## config.mk

```make
export PLATFORM = sky130hd
export DESIGN_NAME = if_fetch_unit
export DESIGN_NICKNAME = d
export VERILOG_FILES = /design/src/rtl/if_fetch_unit.sv
export SDC_FILE = /design/constraint.sdc
export NUM_CORES = 1
export LEC_CHECK = 0
export CAP_MARGIN = 40
export CORE_MARGIN = 2
export CORE_UTILIZATION = 45
export CTS_CLUSTER_DIAMETER = 120
export CTS_CLUSTER_SIZE = 14
export DETAILED_ROUTE_END_ITERATION = 7
export PLACE_DENSITY = 0.82
export SYNTH_ARGS = -nofsm -noshare
export SYNTH_HDL_FRONTEND = slang
export SYNTH_SLANG_ARGS = --single-unit
```

## constraint.sdc

```tcl
create_clock -name clk -period 1.95 [get_ports clk]
set_clock_uncertainty 0.05 [all_clocks]
set_input_delay 0.39 -clock clk [delete_from_list [all_inputs] [get_ports clk]]
set_output_delay 0.39 -clock clk [all_outputs]
set_load 0.05 [all_outputs]
```

## src/rtl/if_fetch_unit.sv

```systemverilog
// Instruction-fetch producer feeding IF/ID: owns the PC, runs the imem req/ack handshake,
// holds one output slot plus one skid entry. Optional MIPS delay slot: define DELAY_SLOT_EN.
module if_fetch_unit #(
    parameter logic [31:0] RESET_PC = 32'h0000_3000
) (
    input  logic        clk,
    input  logic        reset,
    output logic        imem_req,
    output logic [31:0] imem_addr,
    input  logic        imem_ack,
    input  logic [31:0] imem_rdata,
    input  logic        stall,
    input  logic        redirect,
    input  logic [31:0] redirect_pc,
    output logic [31:0] IR,
    output logic [31:0] PC4,
    output logic        if_valid
);

    typedef enum logic [1:0] {
        S_FETCH = 2'd0,
        S_SKID  = 2'd1,
        S_DRAIN = 2'd2
    } state_t;

    typedef struct packed {
        logic [31:0] ir;
        logic [31:0] pc4;
    } fetch_word_t;

    state_t      state_q, state_d;
    logic [31:0] pc_q, pc_d;
    logic [31:0] drain_q, drain_d;
    fetch_word_t slot_q, slot_d;
    logic        slot_vld_q, slot_vld_d;
    fetch_word_t skid_q, skid_d;
`ifdef DELAY_SLOT_EN
    logic        pend_q, pend_d;
    logic [31:0] pend_pc_q, pend_pc_d;
`endif

    logic        fire;
    logic        consume;
    logic [31:0] pc_inc;
    logic [31:0] pc_seq;
    fetch_word_t fetched;

    // Request is masked by reset so nothing is issued while held in reset.
    assign imem_req  = reset && (state_q != S_SKID);
    assign imem_addr = (state_q == S_DRAIN) ? drain_q : pc_q;
    assign fire      = imem_req && imem_ack;
    assign consume   = slot_vld_q && !stall;
    assign pc_inc    = pc_q + 32'd4;
    assign fetched   = '{ir: imem_rdata, pc4: pc_inc};

`ifdef DELAY_SLOT_EN
    assign pc_seq = pend_q ? pend_pc_q : pc_inc;
`else
    assign pc_seq = pc_inc;
`endif

    assign if_valid = slot_vld_q;
    assign IR       = slot_vld_q ? slot_q.ir  : 32'h0;
    assign PC4      = slot_vld_q ? slot_q.pc4 : 32'h0;

    always_comb begin
        state_d    = state_q;
        pc_d       = pc_q;
        drain_d    = drain_q;
        slot_d     = slot_q;
        slot_vld_d = slot_vld_q;
        skid_d     = skid_q;
`ifdef DELAY_SLOT_EN
        pend_d     = pend_q;
        pend_pc_d  = pend_pc_q;
`endif

        case (state_q)
            S_FETCH: begin
                if (fire) begin
                    pc_d = pc_seq;
`ifdef DELAY_SLOT_EN
                    pend_d = 1'b0;
`endif
                    if (!slot_vld_q || consume) begin
                        slot_d     = fetched;
                        slot_vld_d = 1'b1;
                    end else begin
                        skid_d  = fetched;
                        state_d = S_SKID;
                    end
                end else if (consume) begin
                    slot_vld_d = 1'b0;
                end
            end
            S_SKID: begin
                if (!stall) begin
                    slot_d     = skid_q;
                    slot_vld_d = 1'b1;
                    state_d    = S_FETCH;
                end
            end
            S_DRAIN: begin
                // The returning word belongs to the abandoned path; pc is already retargeted.
                if (consume) slot_vld_d = 1'b0;
                if (fire)    state_d    = S_FETCH;
            end
            default: state_d = S_FETCH;
        endcase

`ifdef DELAY_SLOT_EN
        if (redirect) begin
            if (pend_q) begin
                // Delay-slot fetch still outstanding: retarget only.
                if (fire) pc_d      = redirect_pc;
                else      pend_pc_d = redirect_pc;
            end else if (state_q == S_FETCH && slot_vld_q && !consume) begin
                // Delay slot already sits in the output slot; anything in flight is past it.
                pc_d = redirect_pc;
                if (fire) begin
                    state_d = S_FETCH;
                end else begin
                    state_d = S_DRAIN;
                    drain_d = imem_addr;
                end
            end else if (state_q == S_FETCH) begin
                if (fire) begin
                    pc_d = redirect_pc;
                end else begin
                    pend_d    = 1'b1;
                    pend_pc_d = redirect_pc;
                end
            end else begin
                pc_d = redirect_pc;
            end
        end
`else
        if (redirect) begin
            pc_d       = redirect_pc;
            slot_vld_d = 1'b0;
            skid_d     = '0;
            if (imem_req && !imem_ack) begin
                state_d = S_DRAIN;
                drain_d = imem_addr;
            end else begin
                state_d = S_FETCH;
            end
        end
`endif
    end

    always_ff @(posedge clk or negedge reset) begin
        if (!reset) begin
            state_q    <= S_FETCH;
            pc_q       <= RESET_PC;
            drain_q    <= RESET_PC;
            slot_q     <= '0;
            slot_vld_q <= 1'b0;
            skid_q     <= '0;
`ifdef DELAY_SLOT_EN
            pend_q     <= 1'b0;
            pend_pc_q  <= '0;
`endif
        end else begin
            state_q    <= state_d;
            pc_q       <= pc_d;
            drain_q    <= drain_d;
            slot_q     <= slot_d;
            slot_vld_q <= slot_vld_d;
            skid_q     <= skid_d;
`ifdef DELAY_SLOT_EN
            pend_q     <= pend_d;
            pend_pc_q  <= pend_pc_d;
`endif
        end
    end

endmodule

```

==> impl_metrics.json <==
{
  "outcome": "finished with violations",
  "violations": "negative hold slack, negative setup slack",
  "hp-class": "in -> async",
  "viasPerCell": 6.57,
  "r2r_cells": 11,
  "synth_top_flop_cell": "dfrtp_1",
  "avgSynthCellArea_sq_um": 9.66,
  "syn_inst": 1033,
  "crit_cells": 11,
  "critPathTopFamily": "buffers and inverters",
  "path_cells": "buf_4 > buf_6 > ha_4 > nand4b_1 > buf_6 > buf_12 > buf_4 > nor2_4 > nand4_1 > xor2_1 > o21ai_1",
  "fin_ws_ns": -0.555,
  "synth_compound_area_frac": 0.107,
  "multi_input_area_sq_um": 5670,
  "io_pins": 167,
  "placed_area_sq_um": 13600,
  "die_y_um": 153,
  "cpPeakStageDelay_ns": 0.42,
  "num_vias": 10600,
  "critPathBufInv": 5,
  "synthXorXnorAreaFrac": 0.0482,
  "clock_path_buffers": 2,
  "place.gp.congestion": 0.909,
  "grt_start_max_net_pins": 119,
  "synth.net_count": 1106,
  "regArea_sq_um": 4890,
  "ff2ff_setup_slack_ns": -0.56,
  "drv_cap": 0,
  "netlist-cell-type-count": 56,
  "design_area_sq_um": 16500,
  "r2r-end": "pc_q[28]",
  "layout.nets": 1393,
  "cts_tree": "done",
  "dp_slack_ns": -0.282,
  "synthSimpleGateAreaFrac": 0.190,
  "p_leak_nw": 7.00,
  "die_area_sq_um": 23400,
  "fmax_mhz": 399,
  "power_density_nw_per_um2": 825,
  "root_buffer": "clkbuf_16",
  "setup.worst_path.start": "state_q[0]",
  "cp-end-kind": "flip-flop",
  "grt_pass1_vias": 9430,
  "io_buffers": 166,
  "muxShareOfSynthArea": 0.116,
  "numCtsBuffers": 17,
  "grt_pass1_wl_mm": 50.8,
  "final_util": 0.757,
  "final_antenna_net_count": 0,
  "crit_arrival_ns": 2.83,
  "htree_levels": 4,
  "slew_viol_final": 0,
  "wl_mm": 43.5,
  "period_needed_ns": 2.51,
  "gr-total-overflow": 0,
  "start_kind": "flip-flop",
  "rsz0062_at_grt": "yes",
  "cp.required_ns": 2.27,
  "fillers": 1058,
  "die_x_um": 153,
  "synth-seq-cells": 195,
  "worstSkewPairLatency_ns": 0.46,
  "layout-drive-gt1-share": 0.397,
  "wl_per_cell_um": 27.0,
  "area_delta_synth_final_pct": 65.5,
  "synth_area_sq_um": 9980,
  "drt_pass1_iterations": 7,
  "initial_core_util": 0.457,
  "async_flop_share": 1.00,
  "tightest_slew_ns": 0.700,
  "setup_viol_count_final": 260,
  "endpoint": "pc_q[28]",
  "ir_drop_mv": 0.811,
  "rows": 54,
  "dp_hpwl_mm": 19.4,
  "worstSetupPathType": "reg -> reg",
  "clkTransAtPathRegs_ns": 0.08,
  "drc": 0,
  "ys_seq_area_frac": 0.490,
  "antenna_found_initial": 1,
  "worst-path-max-fanout": 7,
  "first_iter_violations": 1592,
  "layout_worst_path_cycle_share": 1.28,
  "yosysWarnings": 0,
  "synth_edf_count": 0,
  "r2r-start": "state_q[0]",
  "synth_top_family_by_area": "simple AND/OR/NAND/NOR gates",
  "synthAdderAreaFrac": 0.00502,
  "clock-sinks": 195,
  "final_hold_viol_count": 1,
  "relSlewSlack": 0.533,
  "design.core.area_sq_um": 21800,
  "power.total_mw": 13.6,
  "whs_ns": -0.000380,
  "track_usage": 0.272,
  "cpMaxStageDelayCell": "dfrtp_1"
}
[cell families after synthesis]
logic type	after synthesis
xor+xnor	54
simple gates	394
buf+inv	91
fa+ha+maj	4
compound gates	188
mux	107
flops	195
[cells in the mapped netlist, drive strengths merged, types with 2 or more instances]
cell type | number | share of area
dfrtp | 191 | 0.48
and3 | 4 | 0.0025
or4 | 2 | 0.0015
nor2 | 76 | 0.029
and4 | 7 | 0.0061
mux2 | 65 | 0.073
a21oi | 69 | 0.035
nand2 | 165 | 0.062
o22ai | 11 | 0.0069
xnor2 | 16 | 0.014
a21o | 3 | 0.0023
nand3 | 19 | 0.011
a211oi | 18 | 0.016
nor3b | 3 | 0.0028
a31oi | 2 | 0.0013
or3 | 2 | 0.0013
o21ai | 76 | 0.038
clkbuf | 59 | 0.027
ha | 4 | 0.0050
o211ai | 2 | 0.0015
nor4 | 6 | 0.0053
dfstp | 4 | 0.011
mux2i | 42 | 0.042
buf | 27 | 0.016
and2 | 66 | 0.041
inv | 4 | 0.0015
nand4 | 19 | 0.013
xor2 | 38 | 0.034
nor3 | 19 | 0.011
[per-stage QoR]
stage | cells | TNS (ns)
global placement | 1493 | -21.08
detailed placement | 1493 | -28.63
CTS | 1559 | -34.30
global route | 1614 | -69.92
floorplan | 1033 | -4.30
finish | 1614 | -64.11
[worst reg2reg max path, stage by stage (launching register included)]
cell      delay [ns]
dfrtp_1         0.42
buf_4           0.15
buf_6           0.12
ha_4            0.18
nand4b_1        0.34
buf_6           0.24
buf_12          0.14
buf_4           0.15
nor2_4          0.12
nand4_1         0.12
xor2_1          0.18
o21ai_1         0.21
[worst min-delay path by stage]
stage / from / to / depth (start not counted)
after global placement: reset / slot_q[18] / 2
after detailed placement: reset / slot_q[18] / 2
after floorplan: reset / drain_q[0] / 0
final: reset / drain_q[22] / 2
after global routing: reset / drain_q[25] / 2
after CTS: reset / skid_q[8] / 2
[power breakdown]
group          total, mW  switching (mW)  internal, mW
Sequential          5.17           0.526          4.64
Clock               3.71            1.83          1.88
Combinational       4.75            2.47          2.28
Total               13.6            4.83          8.81
[cell type report]
type | count | share of cell area
multi-input combinational | 747 | 0.343
sequential | 195 | 0.296
tap | 280 | 0.0212
timing repair buffer | 354 | 0.302
clock inverter | 13 | 0.00841
inverter | 5 | 0.00136
antenna | 1 | 0.000152
clock buffer | 19 | 0.0274
[layer usage]
metal  global-route usage  up-vias  share of wire
li1                     -     4085              -
met5                    0        -              0
met3               0.0522      349           0.10
met1                0.359     5151           0.35
met4                0.117        0          0.081
met2                0.441     1025           0.46
[placed cells by master (no fill, tap or decap), types with 5 or more instances in the layout]
cell type        Yosys  layout
a211oi_1            13       6
a211oi_2             5      12
a21oi_1             69      49
a21oi_2              0      17
and2_1              66      64
and4_1               7       7
buf_12               0     127
buf_16               0       6
buf_4                3     100
buf_6                4      29
buf_8                0       7
clkbuf_16            0      32
clkdlybuf4s50_1      0      66
dfrtp_1            191     188
mux2_2              65      11
mux2_4               0      54
mux2i_1             42      38
nand2_1            165     145
nand2_2              0      17
nand3_1             17       5
nand3_2              2      11
nand4_1             18      18
nor2_1              76      63
nor2_2               0       5
nor2_4               0       8
nor3_1              18      11
nor3_4               1       6
o21ai_0             66      14
o21ai_1             10      57
o22ai_1             11       9
xnor2_1             16      11
xnor2_2              0       5
xor2_1              37      27
xor2_2               1       7
[sequential cells by signal, summed over array words and instances (netlist names)]
register,count
state_q,2
pc_q,32
slot_q,64
skid_q,64
drain_q,32
if_valid,1
[repair_timing]
item	CTS	global route
pin swaps	37	54
hold buffers	1	0
resized for setup	123	208
hold endpoints to repair	34	0
cloned	8	18
setup buffers	28	44
setup endpoints to repair	120	267
(Power assumes the default switching activity.)
==> RTL change 1: new RTL, same flow settings <==
The option `DELAY_SLOT_EN` is turned on by a define.
--- a/src/rtl/if_fetch_unit.sv
+++ b/src/rtl/if_fetch_unit.sv
@@ -1,5 +1,7 @@
 // Instruction-fetch producer feeding IF/ID: owns the PC, runs the imem req/ack handshake,
 // holds one output slot plus one skid entry. Optional MIPS delay slot: define DELAY_SLOT_EN.
+`define DELAY_SLOT_EN
+
 module if_fetch_unit #(
     parameter logic [31:0] RESET_PC = 32'h0000_3000
 ) (
Formal check against the unedited RTL: not equivalent (a bounded check fails within 4 cycles, from zero or initial values and one cycle with reset low).
==> RTL change 1 against the unedited design <==
- the run ends with setup timing left
- wire length rose by 4.2%
- core utilization decreased by 2.5 points
- cell area grew 11%
- die area rose by 14%
- synthesized area grew 14%
- sequential cell count increased by 33
- worst hold slack better by 370 ps
- sequential share of layout area is 1.6 points higher
- count of clock-buffer cells in the layout is 14 higher
- setup slack got worse by 38 ps
Power is not compared: it rests on default switching activity, and its combinational part moved more than twofold at a synthesized area within 25%.
==> RTL change 1: results (changes against the unedited design) <==
outcome - complete, but fails checks
violated checks - setup timing
Iteration-0 DRC Markers - 1373 (-14%)
worst setup margin - -593 ps (-37.5 ps)
gpl congestion - 0.958 (+5.4%)
Post-DP HPWL - 22200 um (+14%)
vias in the first global route - 10800 (+15%)
first-pass GRT wire length - 62100 um (+22%)
TritonCTS Buffers - 20 (+3)
initial antenna violation count - 0 (-1)
vias - 11200 (+5.4%)
Final setup viols - 325 (+25%)
Total Wirelength - 45400 um (+4.2%)
CTS Buffer Depth - 3 (+1)
crit path max fanout - 11 (+4)
Mapped Nets - 1218 (+10%)
sequential area share after synthesis - 0.501 (+0.0113)
HP Class - input port to flop
latest clock arrival within the worst-skew pair - 540 ps (+80 ps)
ranking of synthesized cells by area - dfrtp_1 49%, mux2_2 9.0%, nand2_1 7.7%
Top delay family on crit path - simple AND/OR/NAND/NOR gates
Post-synth top cells - 235 x nand2_1, 224 x dfrtp_1, 91 x mux2_2
drt first pass iters - 5 (-2)
total power - 34.3 mW
largest net degree at the start of global routing - 98 (-18%)
share of cells above drive strength 1 - 0.403 (+0.00577)
R2R cell count - 10 (-1)
Distinct cells, synth - 63 (+13%)
FF-to-FF Start - state_q[0]
Global Route Usage Sum - 0.301 (+0.0289)
RTL change 1: area by class of cell:
cell class,count,area [um2]
diodes,1,2.50
well taps,330,413
fillers,1470,6710
clock inverters,2,27.5
repair buffers,355,5360
flip-flops and latches,228,5710
multi-input cells,825,6230
inverters,10,40.0
clock buffers,33,549
RTL change 1: worst min-delay path by stage:
stage,start,to,cells past startpoint
floorplan,reset,asynchronous set/reset pin,0
global placement,reset,slot_q[28],2
detailed placement,reset,slot_q[31],2
CTS,imem_rdata[23],skid_q[55],3
global route,imem_rdata[7],skid_q[39],3
finish,imem_rdata[5],skid_q[37],3
RTL change 1: routing by layer:
layer / wire (um) / global-route usage / share of wire / vias to the layer above
met5: 0 / 0 / 0 / -
met4: 2970 / 0.117 / 0.066 / 0
met3: 4250 / 0.0546 / 0.094 / 264
met2: 21500 / 0.507 / 0.47 / 861
met1: 16600 / 0.386 / 0.37 / 5441
li1: - / - / - / 4620
RTL change 1: report_power, final:
part / internal (mW) / switching, mW / total [mW]
combinational: 10.5 / 11.3 / 21.8
sequential: 6.99 / 1.61 / 8.60
clock: 1.95 / 1.94 / 3.89
total: 19.5 / 14.8 / 34.3
RTL change 1: stage by stage:
stage | std cells | cell area (um2) | setup TNS (ps) | hold slack (ps)
after global placement | 1660 | 15200 | -38810 | 322
final | 1784 | 18300 | -98680 | 370
after floorplan | 1144 | 11600 | -1540 | 44.4
after global routing | 1783 | 18300 | -102790 | 385
after CTS | 1759 | 17500 | -66720 | 364
after detailed placement | 1660 | 15200 | -45650 | 323
RTL change 1: kinds of logic (layout without fill, tap and decap cells):
kind of cell,Yosys count,after routing,synth area share
buffers and inverters,93,400,0.0340
DFF,228,228,0.501
adders and majority gates,5,5,0.00549
AOI/OAI and AO/OA,222,223,0.133
muxes,137,137,0.130
and+or+nand+nor,444,445,0.185
xor gates and xnor gates,15,15,0.0115
other,0,1,0
RTL change 1: what timing repair did:
item / 4_1_cts / 5_1_grt
endpoints found under the hold margin: 85 / 0
setup endpoints to repair: 250 / 326
resized for setup: 212 / 108
hold buffers: 1 / 0
pin swaps: 28 / 24
cloned: 29 / 19
setup buffers: 34 / 12
RTL change 1: worst register-to-register path: cells and delay by family (launching register included):
family | cells | cell delay [ps]
AO/OA/AOI/OAI | 1 | 270
adder cells (fa/ha/maj) | 1 | 170
buffers and inverters | 5 | 670
flip-flops | 1 | 420
AND/OR/NAND/NOR | 3 | 810
==> RTL change 2: new RTL, same flow settings <==
Without the edit above. Encoding of `state_t`: now one-hot (3 bits for 3 states).
--- a/src/rtl/if_fetch_unit.sv
+++ b/src/rtl/if_fetch_unit.sv
@@ -17,10 +17,10 @@
     output logic        if_valid
 );
 
-    typedef enum logic [1:0] {
-        S_FETCH = 2'd0,
-        S_SKID  = 2'd1,
-        S_DRAIN = 2'd2
+    typedef enum logic [2:0] {
+        S_FETCH = 3'b001,
+        S_SKID  = 3'b010,
+        S_DRAIN = 3'b100
     } state_t;
 
     typedef struct packed {
Behaviour: no difference found for any inputs over 4 cycles, from zero or initial values and one cycle with reset low; so few cycles prove little.
==> RTL change 2 against the unedited design <==
- the run ends with setup timing left
- cell count is 3.3% lower
- sequential power rose by 4%
- core utilization grew 2.4 points
- setup slack better by 49 ps
- wire length decreased by 5.4%
- non-clock buffer count down 9
- sequential cell count grew 1
- cell area fell by 0.36%
- highest routed layer unchanged
- synthesized area shrank 2.7%
- critical path type is now flop to primary output
- count of clock-buffer cells in the layout fell by 2
- total power shrank 1.5%
==> RTL change 2: results (changes against the unedited design) <==
outcome - complete, but fails checks
violated checks - setup timing
CTS H-tree depth - 4 (unchanged)
Slew @ Worst Pin - 648 ps (-52.1 ps)
vias in the first global route - 9211 (-2.3%)
Leak - 7.02 nW (+0.38%)
Mapped Nets - 1062 (-4.0%)
cell taking the most area after synthesis - dfrtp_1
Post-DP HPWL - 18300 um (-5.6%)
first-pass GRT wire length - 50100 um (-1.4%)
vias per std cell - 6.48 (-1.5%)
Critical Path AT - 2020 ps (-810 ps)
Fillers - 997 (-5.8%)
Syn Inst Count - 992 (-4.0%)
largest net degree at the start of global routing - 57 (-52%)
share of cells above drive strength 1 - 0.471 (+0.0744)
ranking of synthesized cells by area - dfrtp_1 49%, mux2_2 7.8%, nand2_1 6.3%
Distinct cells, synth - 52 (-7.1%)
Worst-path clk slew - 90 ps
initial antenna violation count - 0 (-1)
TritonCTS Buffers - 17 (unchanged)
vias - 10100 (-4.7%)
gpl congestion - 0.886 (-2.6%)
Worst IR Drop VDD - 0.000708 V (-13%)
Total Wirelength - 41200 um (-5.4%)
worst setup margin - -506 ps (+49.2 ps)
drt first pass iters - 6 (-1)
CTS Buffer Depth - 2 (unchanged)
crit path max fanout - 8 (+1)
placed cells - 1443 (-3.3%)
Iteration-0 DRC Markers - 1190 (-25%)
antenna fix cells - 0 (-1)
sequential area share after synthesis - 0.506 (+0.0161)
Async SR Flop Fraction - 1.00 (unchanged)
Global Route Usage Sum - 0.286 (+0.0136)
DP Area - 0.0134 mm2 (-1.1%)
Nets - 1343 (-3.6%)
Final setup viols - 261 (+0.38%)
DP Worst Slack - -363 ps (-81.4 ps)
Post-synth top cells - 191 x dfrtp_1, 163 x nand2_1, 72 x nor2_1
setup TNS - -72040 ps (-7930 ps)
==> RTL change 2: cell count changes in the layout (fill, tap and decap cells not counted), sizes merged, moves of 5 or more <==
| cell | before | now |
|---|---|---|
| a211oi | 18 | 10 |
| a21oi | 69 | 14 |
| a22o | 0 | 40 |
| a31oi | 2 | 35 |
| buf | 270 | 263 |
| mux2i | 42 | 7 |
| nand2b | 1 | 6 |
| o21ai | 76 | 62 |
| o22ai | 11 | 4 |
==> RTL change 2: per-layer routing <==
layer	up-vias	global-route usage	share of wire
met4	0	0.143	0.074
met1	4937	0.357	0.35
met3	280	0.0596	0.099
li1	4016	-	-
met2	877	0.473	0.48
met5	-	0	0
==> RTL change 2: cell type report <==
| class | count | area, um2 | share of cell area |
|---|---|---|---|
| inverters | 1 | 3.75 | 0.000228 |
| flip-flops and latches | 196 | 4920 | 0.299 |
| clock inverters | 15 | 199 | 0.0121 |
| clock buffers | 17 | 425 | 0.0258 |
| repair buffers | 345 | 4900 | 0.298 |
| well taps | 275 | 344 | 0.0209 |
| multi-input cells | 712 | 5670 | 0.344 |
==> RTL change 2: logic make-up after synthesis <==
logic type	synth area share
and+or+nand+nor	0.196
DFF	0.506
AOI/OAI and AO/OA	0.127
buffers and inverters	0.0345
muxes	0.0849
xor gates and xnor gates	0.0505
adders and majority gates	0.00129
==> RTL change 2: worst max-delay path, cell delays in order, from the launching register on <==
cell and delay, ps:
dfrtp_2 470, nand2b_4 80, nor2_4 140, buf_6 170, buf_16 150, mux2_2 380, buf_12 160
==> RTL change 2: final timing paths <==
check	depth (start not counted)	start	slack, ps	endpoint
min in group clk	2	redirect	360	if_valid
worst min-delay path	2	reset	60	pc_q[17]
max in group asynchronous	4	reset	350	slot_q[33]
worst max register to register	7	pc_q[13]	-480	slot_q[21]
worst min register to register	1	slot_q[9]	440	slot_q[9]
worst max-delay path	6	state_q[2]	-510	imem_addr[24]
==> RTL change 2: timing repair <==
action                                  4_1_cts  5_1_grt
endpoints found under the hold margin         5        0
endpoints found under the setup margin       95      254
pin swaps                                    27       59
hold buffers                                  1        0
gates resized for setup                     125      226
gates cloned                                 13       23
setup buffers                                21       38
==> RTL change 2: power by group <==
part / switching [mW] / total [mW] / internal (mW)
Sequential: 0.620 / 5.36 / 4.74
Clock: 1.99 / 3.77 / 1.78
Combinational: 2.15 / 4.30 / 2.15
Total: 4.76 / 13.4 / 8.67
